File: src/rtl/nibble_serial_adder_ctrl.sv
// Sequencer that drives an external 4-bit ripple-carry adder one nibble per cycle,
// LSB nibble first, and assembles the wide sum plus final carry behind valid/ready.
module nibble_serial_adder_ctrl #(
   parameter int NIBBLES = 4
) (
   input  logic                 clk,
   input  logic                 rst_n,
   input  logic                 in_valid,
   output logic                 in_ready,
   input  logic [4*NIBBLES-1:0] in_a,
   input  logic [4*NIBBLES-1:0] in_b,
   input  logic                 in_cin,
   output logic [3:0]           add_a,
   output logic [3:0]           add_b,
   output logic                 add_c0,
   input  logic [3:0]           add_sum,
   input  logic                 add_c4,
   output logic                 out_valid,
   input  logic                 out_ready,
   output logic [4*NIBBLES-1:0] out_sum,
   output logic                 out_cout
);

   localparam int W     = 4 * NIBBLES;
   localparam int IDX_W = (NIBBLES > 1) ? $clog2(NIBBLES) : 1;
   localparam logic [IDX_W-1:0] LAST_IDX = IDX_W'(NIBBLES - 1);

   typedef enum logic [1:0] {IDLE, RUN, DONE} state_t;

   state_t           state;
   logic [IDX_W-1:0] idx;
   logic             carry_reg;
   logic [W-1:0]     op_a;
   logic [W-1:0]     op_b;
   logic [W-1:0]     res;
   logic [W-1:0]     sh_a;
   logic [W-1:0]     sh_b;

   // Shifting by 4*idx selects the current nibble without a variable part-select.
   assign sh_a = op_a >> {idx, 2'b00};
   assign sh_b = op_b >> {idx, 2'b00};

   assign add_a  = (state == RUN) ? sh_a[3:0] : 4'h0;
   assign add_b  = (state == RUN) ? sh_b[3:0] : 4'h0;
   assign add_c0 = (state == RUN) ? carry_reg : 1'b0;

   assign in_ready  = (state == IDLE);
   assign out_valid = (state == DONE);
   assign out_sum   = res;
   assign out_cout  = carry_reg;

   always_ff @(posedge clk or negedge rst_n) begin
      if (!rst_n) begin
         state     <= IDLE;
         idx       <= '0;
         carry_reg <= 1'b0;
         op_a      <= '0;
         op_b      <= '0;
         res       <= '0;
      end else begin
         case (state)
            IDLE: begin
               if (in_valid) begin
                  op_a      <= in_a;
                  op_b      <= in_b;
                  carry_reg <= in_cin;
                  idx       <= '0;
                  state     <= RUN;
               end
            end
            RUN: begin
               for (int i = 0; i < NIBBLES; i++) begin
                  if (idx == IDX_W'(i)) res[4*i +: 4] <= add_sum;
               end
               carry_reg <= add_c4;
               if (idx == LAST_IDX) state <= DONE;
               else                 idx   <= idx + IDX_W'(1);
            end
            DONE: begin
               if (out_ready) state <= IDLE;
            end
            default: state <= IDLE;
         endcase
      end
   end

endmodule

File: config.mk
export PLATFORM = sky130hd
export DESIGN_NAME = nibble_serial_adder_ctrl
export DESIGN_NICKNAME = d
export VERILOG_FILES = /design/src/rtl/nibble_serial_adder_ctrl.sv
export SDC_FILE = /design/constraint.sdc
export NUM_CORES = 1
export LEC_CHECK = 0
export CAP_MARGIN = 0
export CORE_UTILIZATION = 47
export DETAILED_ROUTE_END_ITERATION = 8
export GPL_TIMING_DRIVEN = 1
export PLACE_DENSITY = 0.8
export SYNTH_ARGS = -nofsm -noshare
export SYNTH_HDL_FRONTEND = slang
export SYNTH_SLANG_ARGS = --single-unit
File: constraint.sdc
create_clock -name clk -period 1.85 [get_ports clk]
set_input_delay 0.37 -clock clk [delete_from_list [all_inputs] [get_ports clk]]
set_output_delay 0.37 -clock clk [all_outputs]
set_load 0.01 [all_outputs]
### After elaboration in Yosys (flattened, before gate mapping)

Index checks and enable logic that the tools add are counted.

* register bits: 53
* bits in latches: 0
* RAM bits: 0
* bits in read-only memories: 0
* input port bits: 42
* output and inout port bits: 28
* logic and storage cells: 44
* memories: 0

* add/sub/neg operators: 1
* multipliers: 0
* divide/modulo/power cells: 0
* magnitude comparators: 0
* equality and inequality tests: 9
* shifts and indexed selects: 2
* muxes and demuxes: 12
* bitwise operators: 0
* reductions and logical operators: 11

Operator list (number)
* $shr 16x4->4: 2
* $reduce_and 2->1: 6
* $mux 2: 5
* $mux 4: 2
* $eq 2x2->1 const B: 3
* $pmux 2 s3: 1
* $reduce_and 3->1: 2
* $eq 2x1->1 const B: 2
* $logic_not 2->1: 2
* $ne 2x1->1 const B: 2
* $ne 2x2->1 const B: 2
* $pmux 2 s2: 1
* $add 2x1->2 const B: 1
* $mux 1: 2
* $pmux 1 s2: 1
* $reduce_bool 2->1: 1

### Longest topological paths before layout

Gate-level depths: netlist (run 1).

* word-level depth: 3
* mapped depth: 5

### Least setup slack after synthesis (run 1)

OpenSTA, ideal clock, no wires.

* path kind: flip-flop to output port
* start point: register idx[0]
* end point: output port add_a[0]
* arrival time: 1313 ps
* required time: 1480 ps
* path slack: 167 ps
* stages on the path, launching flop included: 4
* buffers on the path: 1
* cell sequence: dfrtp_1 -> buf_2 -> mux4_2 -> and2_1

* cells in the longest elaborated chain, start to end: 2

RTL lines
* start: declaration: line 31 `logic [IDX_W-1:0] idx;`
* start signal: assignment: line 77 `else idx <= idx + IDX_W'(1);`
* $shr 16x4->4: line 40 `assign sh_a = op_a >> {idx, 2'b00};`
* $mux 4: line 43 `assign add_a = (state == RUN) ? sh_a[3:0] : 4'h0;`
* end: declaration: line 13 `output logic [3:0] add_a,`

No other way between the ends.

### Final worst setup path (run 1)

* start point: register idx[0]
* end point: output port add_b[0]

* cells in the longest elaborated chain, start to end: 2

RTL lines
* $shr 16x4->4: line 41 `assign sh_b = op_b >> {idx, 2'b00};`
* $mux 4: line 44 `assign add_b = (state == RUN) ? sh_b[3:0] : 4'h0;`
* end: declaration: line 14 `output logic [3:0] add_b,`

No other way between the ends.

==> impl_results.md, run 1 <==
* Hold Crit Class: in2async
* Clk_skew at 0.005264 ns
* CP Max Fanout at 5
* Final hold vios at 0
* Setup TNS at -0.8223 ns
* Antenna cells at 0
* Pin count of the biggest net entering global routing at 54
* Slowest CP cell: mux4_2
* Async set-reset flop share out of synthesis at between 90% and 100%
* Mapped cell area at roughly 2400 um2
* IO buf count at 69
* Top cell type by total area after synthesis: dfrtp_1
* Crit-path max cell delay at between 0.5 and 0.6 ns
* Net Switching at about 1800 uW
* Post-route ant nets at 0
* DRC violations left at 0
* Die width at ~73 um
* Crit end category: output pin
* H-Tree Depth at 2
* Initial DRC Count at 36
* Ports at 70
* Comb power frac at ~54%
* Setup ws final at -0.1166 ns
* Core Rows at 25
* Seq. cell area at about 1300 um2
* Ys flop type: dfrtp_1
* Top post-synthesis cells by area: dfrtp_1 (56%), mux2_2 (22%), mux4_2 (7.6%)
* Fraction of layout cells with a size suffix above 1 at about 39%
* Final WL at slightly below 5 mm
* Avg Vias per Cell at slightly below 5
* Max Clock Freq at 0.5085 GHz
* Cts bufs inserted at 5
* Cts hold-fix bufs at 0
* Area growth syn-to-layout at 39.89%
* Core ar. at 4786 um2
* Post-synth top cells: dfrtp_1 (53), mux2_2 (46), and2_1 (9)
* Failing checks: negative setup slack
* TritonCTS clock tree: yes
* FILL cells at around 340
* Initial antenna violation count at 0
* Multi-input logic area at 987.2 um2
* Grt total ovfl at 0
* GPL Wtd Cong at 0.6584
* Total power at 5756 uW
* Nets at about 280
* Max Cap Viol at 0
* Most frequent CP cell: buf_6
* Final Instance Count excl. Fillers at 301
* Post-synth EDFFs at 0
* Outcome: complete, but fails checks
* Drt wl/cell at 16.02 um
* Clock Tree Root: clkbuf_8
* Slew HR at between 80% and 90%
* Die area at between 5000 and 6000 um2
* Clk pwr share at 10.4%
* Sequential-to-total area share from yosys stat at 56.23%
* Tot GR Track Use at between 10% and 20%
* Setup violations, final at 8
* Register bit total from synthesis at between 50 and 60
* Period minus WS final at around 2 ns
* Placed cells at 290
* Reg clk slew, reported paths at approximately 0.080 ns
* Synth unique cells at 25
* Most frequent cell after synthesis: dfrtp_1
* 1st-pass router iterations at 4
* Worst VDD drop at around 1.0 mV
* Top-area cell type share of the netlist area at between 50 and 60%
* Die Ht at ~73 um
* Internal Power at ~4000 uW
* Avg Synthesized Cell Area at 15.52 um2
* Vias post-DR at ~1,500
* Final Cycle Share at 106.3%
* Worst EP required at approximately 1.5 ns
* Cells after Synth at 152
* Crit-path cells: buf_6 > mux4_2 > and2_4 > buf_6
* CTS max path bufs at 2
* PD cells at around 1700 nW/um2
* Initial core utilization at between 40 and 50%
* Worst-Skew Late Latency at 0.29 ns
* Sw Ratio at a little under a third
* Post-Route Utilization at just under 70%
* Worst r2r src: idx[0]
* Clk sink count at 53
* Vias in the first global route at ~1,600
* Crit Path Class: reg2out
* CP startpoint: idx[0]
* Global-route wire length before repair at just under 8 mm
* CP arrival at between 1.5 and 2 ns
* Worst setup SP type: flop
* LEAKAGE at roughly 0.0014 uW
* Syn nets at approximately 200
* Synth warn at 0
* Dpl hpwl at roughly 3.6 mm
* RSZ-0062 raised after global routing: yes
* Fin. max-slew vios at 0
* Fin Hold WS at approximately 0.053 ns
* Sequential fraction of design power at a little over a third
* Slew @ Worst Pin at 0.2694 ns
-- final timing paths --
path / end / slack (ns) / cells past startpoint
worst max register to register: out_sum[15] / 0.27 / 5
worst min-delay path: out_sum[12] / 0.05 / 2
max in group asynchronous: out_sum[0] / 1.57 / 2
min in group clk: op_b[5] / 0.50 / 1
worst max-delay path: add_b[0] / -0.12 / 4
worst min register to register: op_b[5] / 0.50 / 1
-- what timing repair did --
item	in CTS	in global routing
pin swaps	7	1
setup endpoints to repair	11	8
resized for setup	50	4
setup buffers	4	0
-- per-layer routing --
layer  track usage, %  up-vias  share of wire, %
met4            8.061        0               1.4
met2            35.62       37                54
met1            23.88      755                41
li1                 -      699                 -
met3            3.729        6               3.2
met5                0        -                 0
-- through the flow --
step | cell area, um2 | setup WS (ns)
floorplan | 2359 | 0.1670
CTS | 3293 | -0.1782
finish | 3299 | -0.1166
detailed placement | 3163 | -0.1782
global route | 3299 | -0.1736
global placement | 3163 | -0.1547
-- cells by family after synthesis --
family	after synthesis	share of synthesized area, %
adders and majority gates	4	2.122
muxes	56	30.56
DFF	53	56.23
and+or+nand+nor	24	6.790
buffers and inverters	9	2.759
AOI/OAI and AO/OA	6	1.538
-- cell usage in the layout (no fill, tap or decap) --
master,n
nor2b_1,1
nor2b_4,1
dlygate4sd2_1,3
nand2_1,4
inv_1,2
or3_1,1
o2bb2ai_1,1
and2_4,8
nand2b_1,2
buf_4,8
and2_1,1
buf_12,2
clkbuf_1,3
mux2_1,2
buf_2,1
mux2_2,46
o21ai_0,3
dfrtp_1,53
ha_1,4
nor2_1,3
mux4_2,8
nor3b_4,1
o21bai_1,1
clkbuf_8,5
buf_6,10
nand2_4,1
a21oi_1,1
and3b_1,1
clkdlybuf4s50_1,57
-- flip-flops by register name, summed over array words and instances, names as in the netlist --
| name | flops |
|---|---|
| op_b | 16 |
| out_cout | 1 |
| op_a | 16 |
| out_sum | 16 |
| state | 2 |
| idx | 2 |
-- power by group through the flow --
stage / Sequential [uW] / Clock (uW) / Combinational (uW)
CTS: 2050 / 615 / 3090
global route: 2120 / 660 / 3330
global placement: 2040 / 0 / 2780
finish: 2050 / 596 / 3110
detailed placement: 2080 / 0 / 2890
floorplan: 2100 / 0 / 1630
-- worst max-delay path, delay by kind of cell (launching register included) --
kind / cells / cell delay, ns
multiplexers: 1 / 0.51
flip-flops: 1 / 0.38
buffers and inverters: 2 / 0.26
AND/OR/NAND/NOR: 1 / 0.15
-- cell type report --
type | count | share of cell area (%)
Sequential cell | 53 | 40.20
Multi-Input combinational cell | 90 | 29.92
Timing Repair Buffer | 81 | 24.69
Tap cell | 67 | 2.541
Clock buffer | 8 | 2.427
Inverter | 2 | 0.2275
(Power assumes the default switching activity.)
==> run 2, diff against run 1 <==
==> constraint.sdc (replaced) <==
create_clock -name clk -period 1.85 [get_ports clk]
set_input_delay 0.37 -clock clk [delete_from_list [all_inputs] [get_ports clk]]
set_output_delay 0.37 -clock clk [all_outputs]
set_load 0.1 [all_outputs]
==> impl_results.md, run 2 (synthesis results as in run 1) <==
* Busiest grt layer: met2
* Most common cell after layout, fill and taps aside: dfrtp_1
* TritonCTS clock tree: yes
* Period minus WS final at 2.067 ns (+0.1006 ns)
* RSZ-0062 raised after global routing: yes
* CTS max path bufs at 2 (unchanged)
* Nets at 277 (-0.72%)
* Cts hold-fix bufs at 0 (unchanged)
* Seq. cell area at 1330 um2 (+0.28%)
* Tot GR Track Use at 21.08% (+1.1 points)
* Clock Tree Root: clkbuf_8
* Final WL at 5.039 mm (+4.5%)
* 1st-pass router iterations at 4 (unchanged)
* Area growth syn-to-layout at 51.41%
* Die area at 5306 um2 (unchanged)
* Most frequent cells in the layout: dfrtp_1 (50), mux2_2 (46), clkdlybuf4s50_1 (40), buf_12 (30)
* Pin count of the biggest net entering global routing at 34 (-37%)
* Final hold vios at 0 (unchanged)
* Antenna cells at 0 (unchanged)
* Placed cells at 287 (-1.0%)
* IO buf count at 69 (unchanged)
* Vias post-DR at 1,511 (+0.94%)
* Core ar. at 4786 um2 (unchanged)
* Core Rows at 25 (unchanged)
* Crit path max-delay family: multiplexers
* Die Ht at 72.84 um (unchanged)
* Slowest CP cell: mux4_2
* Clk sink count at 53 (unchanged)
* GPL Wtd Cong at 0.7140 (+8.4%)
* Setup ws final at -0.2172 ns (-0.1006 ns)
* Slew @ Worst Pin at 0.4922 ns (+0.2228 ns)
* Worst EP required at 1.48 ns (about the same)
* Crit-path cells: buf_4 > mux4_2 > and2_4 > buf_12
* Post-route ant nets at 0 (unchanged)
* Initial antenna violation count at 0 (unchanged)
* Fraction of layout cells with a size suffix above 1 at 50.00% (+11 points)
* Drt wl/cell at 16.85 um (+5.2%)
* Die width at 72.84 um (unchanged)
* Max Clock Freq at 0.4837 GHz (-4.9%)
* Grt met3 use at 4.282% (+0.55 points)
* Clk_skew at 0.005200 ns (-0.00006400 ns)
* Grt total ovfl at 0 (unchanged)
* WP buf/inv at 2 (unchanged)
* Avg Vias per Cell at 5.054 (+1.6%)
* Crit end category: output pin
* Fin. max-slew vios at 0 (unchanged)
* Setup violations, final at 8 (unchanged)
* H-Tree Depth at 2 (unchanged)
* Multi-input logic area at 993.5 um2 (+0.63%)
* Global-route wire length before repair at 8.045 mm (+3.0%)
* Met2 Usage GRT at 35.83% (+0.21 points)
* Cts bufs inserted at 5 (unchanged)
* Initial core utilization at 49.28% (unchanged)
* CP arrival at 1.70 ns (+0.10 ns)
* Slew HR at 67.18% (-15 points)
* Dpl hpwl at 3.765 mm (+4.9%)
* Final Cycle Share at 111.7% (+5.4 points)
* Fin Hold WS at 0.01754 ns (-0.03582 ns)
* Vias in the first global route at 1,634 (+0.37%)
* Failing checks: negative setup slack
* Worst setup SP type: flop
* Met1 Usage GRT at 25.80% (+1.9 points)
* Initial DRC Count at 30 (-17%)
* Reg clk slew, reported paths at 0.09 ns (about the same)
* DRC violations left at 0 (unchanged)
* FILL cells at 306 (-9.2%)
* CP Max Fanout at 3 (-2)
* Hold Crit Class: in2async
* Worst-Skew Late Latency at 0.30 ns (about the same)
* Final Instance Count excl. Fillers at 299 (-0.66%)
* Max Cap Viol at 0 (unchanged)
* Outcome: complete, but fails checks
* Crit-path max cell delay at 0.49 ns (-0.02 ns)
* Crit Path Class: reg2out
* Ports at 70 (unchanged)
## run 2: cell type report
type / instances / share of cell area [%]
sequential: 53 / 37.25
timing repair buffer: 79 / 29.85
multi-input combinational: 90 / 27.82
clock buffer: 8 / 2.523
tap: 67 / 2.348
inverter: 2 / 0.2102
## run 2: metrics by stage
| stage | TNS, ns | instance area, um2 | setup WS, ns | utilization (%) |
|---|---|---|---|---|
| finish | -1.555 | 3571 | -0.2172 | 74.61 |
| global route | -2.041 | 3571 | -0.2767 | 74.61 |
| CTS | -1.656 | 3568 | -0.2291 | 74.56 |
| detailed placement | 0 | 3448 | 0.0001397 | 72.05 |
| global placement | 0 | 3448 | 0.04903 | 72.05 |
| floorplan | 0 | 2386 | 0.08276 | - |
## run 2: timing repair
action                                  CTS  global route
buffers inserted                          4             0
pin swaps                                 5             0
endpoints found under the setup margin    9             9
gates resized for setup                   0             2
cloned                                    0             0
## run 2: layer usage
| metal | part of all wire, % | wire [um] |
|---|---|---|
| met1 | 40 | 1996 |
| met2 | 55 | 2753 |
| met3 | 4.1 | 206 |
| met4 | 1.6 | 82 |
| met5 | 0 | 0 |
## run 2: path summary, 6_finish.rpt
kind	startpoint	end	slack, ns	depth (start not counted)
max	idx[0]	add_b[0]	-0.22	4
min	rst_n	op_b[6]	0.02	1
max reg2reg	idx[0]	out_sum[14]	0.22	5
min reg2reg	op_b[5]	op_b[5]	0.50	1
max in group asynchronous	rst_n	state[1]	1.22	2
min in group clk	op_b[5]	op_b[5]	0.50	1
Power of run 2 is not shown: default switching activity piles up to over one toggle a cycle in this logic, so the estimate is an artifact.
==> RTL edit 1: new RTL, flow settings as in run 2 <==
`NIBBLES`: 4 -> 8.
--- a/src/rtl/nibble_serial_adder_ctrl.sv
+++ b/src/rtl/nibble_serial_adder_ctrl.sv
@@ -2,5 +2,5 @@
 // LSB nibble first, and assembles the wide sum plus final carry behind valid/ready.
 module nibble_serial_adder_ctrl #(
-   parameter int NIBBLES = 4
+   parameter int NIBBLES = 8
 ) (
    input  logic                 clk,
Interface: changed (resized in_a, in_b and out_sum); port bits go from 70 to 118. No check against the original RTL was run, so the function may have changed too.
==> RTL edit 1 against run 2 <==
  * Largest cell class unchanged
  * Final area up 89%
  * Highest routed layer unchanged
  * Area after synthesis grew 92%
  * Register-to-register slack worse by 0.19 ns
  * Setup slack worse by 0.097 ns
  * The flow still finishes with violations (setup timing)
  * Count of clock-buffer cells in the layout increased by 2
  * Routed wire length rose by 100%
  * Sequential cell count increased by 49
Power is not shown: default switching activity piles up to over one toggle a cycle in this logic, so the estimate is an artifact.
==> RTL edit 1: results (changes against run 2) <==
vias per cell: 5.21 (+3.1%)
total placed instance area: 6420 µm² (+86%)
mean instance size in the synthesized netlist: 14.4 µm² (-7.3%)
clock latency at the later pin of the worst-skew pair: 0.37 ns (+0.07 ns)
distinct cell type count of the synthesized netlist: 24 (-4.0%)
wire length of the first global-routing pass: 16.1 mm (+100%)
measured slew at the worst slew-check pin: 0.424 ns (-0.0680 ns)
status: complete, but fails checks
destination of the critical timing path: add_a[1]
post-DR wirelength/cell: 17.4 µm (+3.5%)
share of cell area taken by muxes after synthesis: 0.315 (+0.00939)
cell types with the largest area share after synthesis: dfrtp_1, mux2_2, mux2i_1
GPL Wtd Cong: 0.807 (+13%)
final setup fails: 8 (unchanged)
Inserted Clock Buffers: 9 (+4)
layout cell share with drive strength beyond 1: 0.465 (-0.0352)
failing checks: setup timing
depth of the worst register-to-register path: 6 (+1)
endpoint arrival time on the critical path: 1.79 ns (+0.09 ns)
worst reg2reg endpoint: idx[0]
worst setup slack after placement: -0.0466 ns (-0.0467 ns)
largest net degree at the start of global routing: 31 (-8.8%)
Final #Nets: 529 (+91%)
final critical-path setup slack: -0.314 ns (-0.0965 ns)
number of levels the H-tree was split into: 3 (+1)
highest fanout seen on the critical path: 10 (+7)
## RTL edit 1: changes by cell type after synthesis, moves of 3 or more
cell and change:
mux2i_1 +33, dfrtp_1 +49, and3_1 +9, a22oi_1 +16, nand3_1 +3, nand2_1 +3
mux4_2 -8, inv_1 +3, and2_1 -7, nor2b_1 +3, buf_2 +6, mux2_2 +51
clkbuf_1 +3
## RTL edit 1: routing by layer
layer	track usage	vias up	routed length, µm
li1	-	1397	-
met1	0.269	1519	4320
met2	0.355	109	5050
met3	0.0557	12	645
met4	0.0758	0	159
met5	0	-	0
## RTL edit 1: stage by stage
| step | TNS (ns) | hold WS (ns) | utilization |
|---|---|---|---|
| 2_1_floorplan | 0 | 0.0744 | - |
| 3_3_place_gp | -1.91 | 0.261 | 0.692 |
| 3_5_place_dp | -0.676 | 0.266 | 0.692 |
| 4_1_cts | -2.48 | 0.403 | 0.720 |
| 5_1_grt | -2.76 | 0.412 | 0.728 |
| 6_report | -2.34 | 0.410 | 0.728 |
## RTL edit 1: critical path, cell delays in order (launching register included)
cell and delay [ns]:
dfrtp_2 0.48, buf_12 0.18, mux2i_4 0.20, a22oi_1 0.17, and3_4 0.23, buf_12 0.17
## RTL edit 1: logic make-up after synthesis
family | after synthesis
flops | 102
compound gates | 19
buf+inv | 23
simple gates | 34
mux | 130
fa+ha+maj | 6
## RTL edit 1: layout make-up
| cell class | count | area [µm²] |
|---|---|---|
| fillers | 627 | 2530 |
| flip-flops and latches | 102 | 2560 |
| well taps | 129 | 161 |
| inverters | 5 | 18.8 |
| repair buffers | 142 | 1880 |
| multi-input cells | 189 | 1960 |
| clock inverters | 6 | 43.8 |
| clock buffers | 10 | 138 |
## RTL edit 1: worst min-delay path by stage
stage	depth (start not counted)	start	to
after global routing	2	rst_n	out_sum[31]
final	2	rst_n	out_sum[13]
after global placement	1	rst_n	out_sum[29]
after CTS	2	rst_n	out_sum[31]
after floorplan	0	rst_n	idx[0]
after detailed placement	1	rst_n	out_sum[31]
## RTL edit 1: repair_timing
| action | CTS | global route |
|---|---|---|
| setup endpoints to repair | 10 | 13 |
| pin swaps | 1 | 9 |
| endpoints found under the hold margin | 16 | 0 |
| setup buffers | 3 | 3 |
| gates resized for setup | 13 | 5 |
| cloned | 0 | 1 |
| hold buffers | 1 | 0 |
==> RTL edit 2: new RTL, flow settings as in run 2 <==
Without the edit above. The 3 states of `state_t` get a one-hot encoding in 3 bits.
--- a/src/rtl/nibble_serial_adder_ctrl.sv
+++ b/src/rtl/nibble_serial_adder_ctrl.sv
@@ -26,5 +26,5 @@
    localparam logic [IDX_W-1:0] LAST_IDX = IDX_W'(NIBBLES - 1);
 
-   typedef enum logic [1:0] {IDLE, RUN, DONE} state_t;
+   typedef enum logic [2:0] {IDLE = 3'b001, RUN = 3'b010, DONE = 3'b100} state_t;
 
    state_t           state;
Behaviour: same outputs for any inputs over 10 cycles, from zero or initial values and one cycle with rst_n low; not proved beyond that.
==> RTL edit 2 against run 2 <==
  * The flow still finishes with violations (setup timing)
  * Synthesized cell count is 45% higher
  * Setup slack better by 0.030 ns
  * Final cell count grew 23%
  * Register-to-register slack improved by 0.09 ns
  * Via count up 23%
  * Critical path depth did not move
  * Area after synthesis rose by 4.9%
  * Routed wire length grew 10%
  * Final area rose by 4.5%
  * Sequential cell count rose by 1
  * Critical path type unchanged
==> RTL edit 2: results (changes against run 2) <==
headroom to the max-slew limit: 0.669 (-0.00247)
cell types with the largest area share after synthesis: dfrtp_1, nand2_1, mux2_4
vias per cell: 5.03 (-0.47%)
IR drop worst, VDD: 0.00111 V
via count of the first global-routing pass: 1930 (+18%)
synthesized net count: 267 (+35%)
static leakage power: 1.78 nW
launch point of the worst reg-to-reg path: state[2]
half-perimeter wire length after placement: 4.10 mm (+8.8%)
final critical-path setup slack: -0.188 ns (+0.0296 ns)
number of levels the H-tree was split into: 2 (unchanged)
endpoint arrival time on the critical path: 1.67 ns (-0.03 ns)
maximum clock skew at final layout: 0.00906 ns (+0.00386 ns)
count of endpoints failing hold in the final timing report: 0 (unchanged)
highest fanout seen on the critical path: 6 (+3)
met2 usage: 0.391 (+0.0331)
status: complete, but fails checks
Fin Setup TNS: -1.31 ns (+0.244 ns)
share of cell area taken by muxes after synthesis: 0.174 (-0.132)
distinct cell type count of the synthesized netlist: 26 (+4.0%)
timing startpoint of the critical path: idx[0]
metal3 WL: 305 µm (+48%)
failing checks: setup timing
GRT met3 Usage: 0.0420 (-0.000812)
flop2flop setup slack: 0.31 ns (+0.09 ns)
Starting DRT DRC Count: 82 (+170%)
Seq/Total Area, Yosys: 0.547 (-0.0155)
total global routing track utilization: 0.226 (+0.0154)
post-DR wirelength/cell: 15.0 µm (-11%)
clock latency at the later pin of the worst-skew pair: 0.30 ns (about the same)
largest net degree at the start of global routing: 24 (-29%)
final setup fails: 8 (unchanged)
delay of the slowest cell on the worst path: 0.50 ns
Final #Nets: 344 (+24%)
layout cell share with drive strength beyond 1: 0.314 (-0.186)
depth of the worst register-to-register path: 4 (-1)
worst reg2reg endpoint: out_sum[8]
most frequent cells after synthesis: nand2_1, dfrtp_1, mux2_4, and2_1, mux4_2
Inserted Clock Buffers: 5 (unchanged)
Routed met2 length: 2.90 mm (+5.3%)
adder-cell share of the synthesized area: 0.0202 (-0.000987)
synthesized-area fraction occupied by ao, oa, aoi and oai cells: 0.0106 (-0.00476)
met1 usage: 0.280 (+0.0223)
GPL Wtd Cong: 0.725 (+1.6%)
wire length of the first global-routing pass: 9.23 mm (+15%)
destination of the critical timing path: add_a[0]
routed length on met1: 2.22 mm (+11%)
worst hold path type: input pin to asynchronous set/reset pin
RTL edit 2: through the flow:
step / hold slack [ns] / setup WS [ns] / util / instances / area [µm²]
2_1_floorplan: 0.0744 / -0.304 / - / 221 / 2500
3_3_place_gp: 0.362 / 0.0949 / 0.712 / 360 / 3610
3_5_place_dp: 0.367 / 0.0802 / 0.712 / 360 / 3610
4_1_cts: 0.0352 / -0.179 / 0.735 / 369 / 3730
5_1_grt: 0.0520 / -0.264 / 0.735 / 369 / 3730
6_report: 0.0189 / -0.188 / 0.735 / 369 / 3730
RTL edit 2: final cells by class:
type / instances / area (µm²)
Clock buffer: 7 / 86.3
Fill cell: 353 / 1350
Sequential cell: 54 / 1360
Inverter: 3 / 11.3
Timing Repair Buffer: 81 / 1090
Tap cell: 70 / 87.6
Multi-Input combinational cell: 153 / 1100
Clock inverter: 1 / 5.00
RTL edit 2: timing repair:
item,in CTS,in global routing
resized for setup,10,0
pin swaps,8,0
buffers inserted,1,0
endpoints found under the setup margin,8,8
hold buffers,0,0
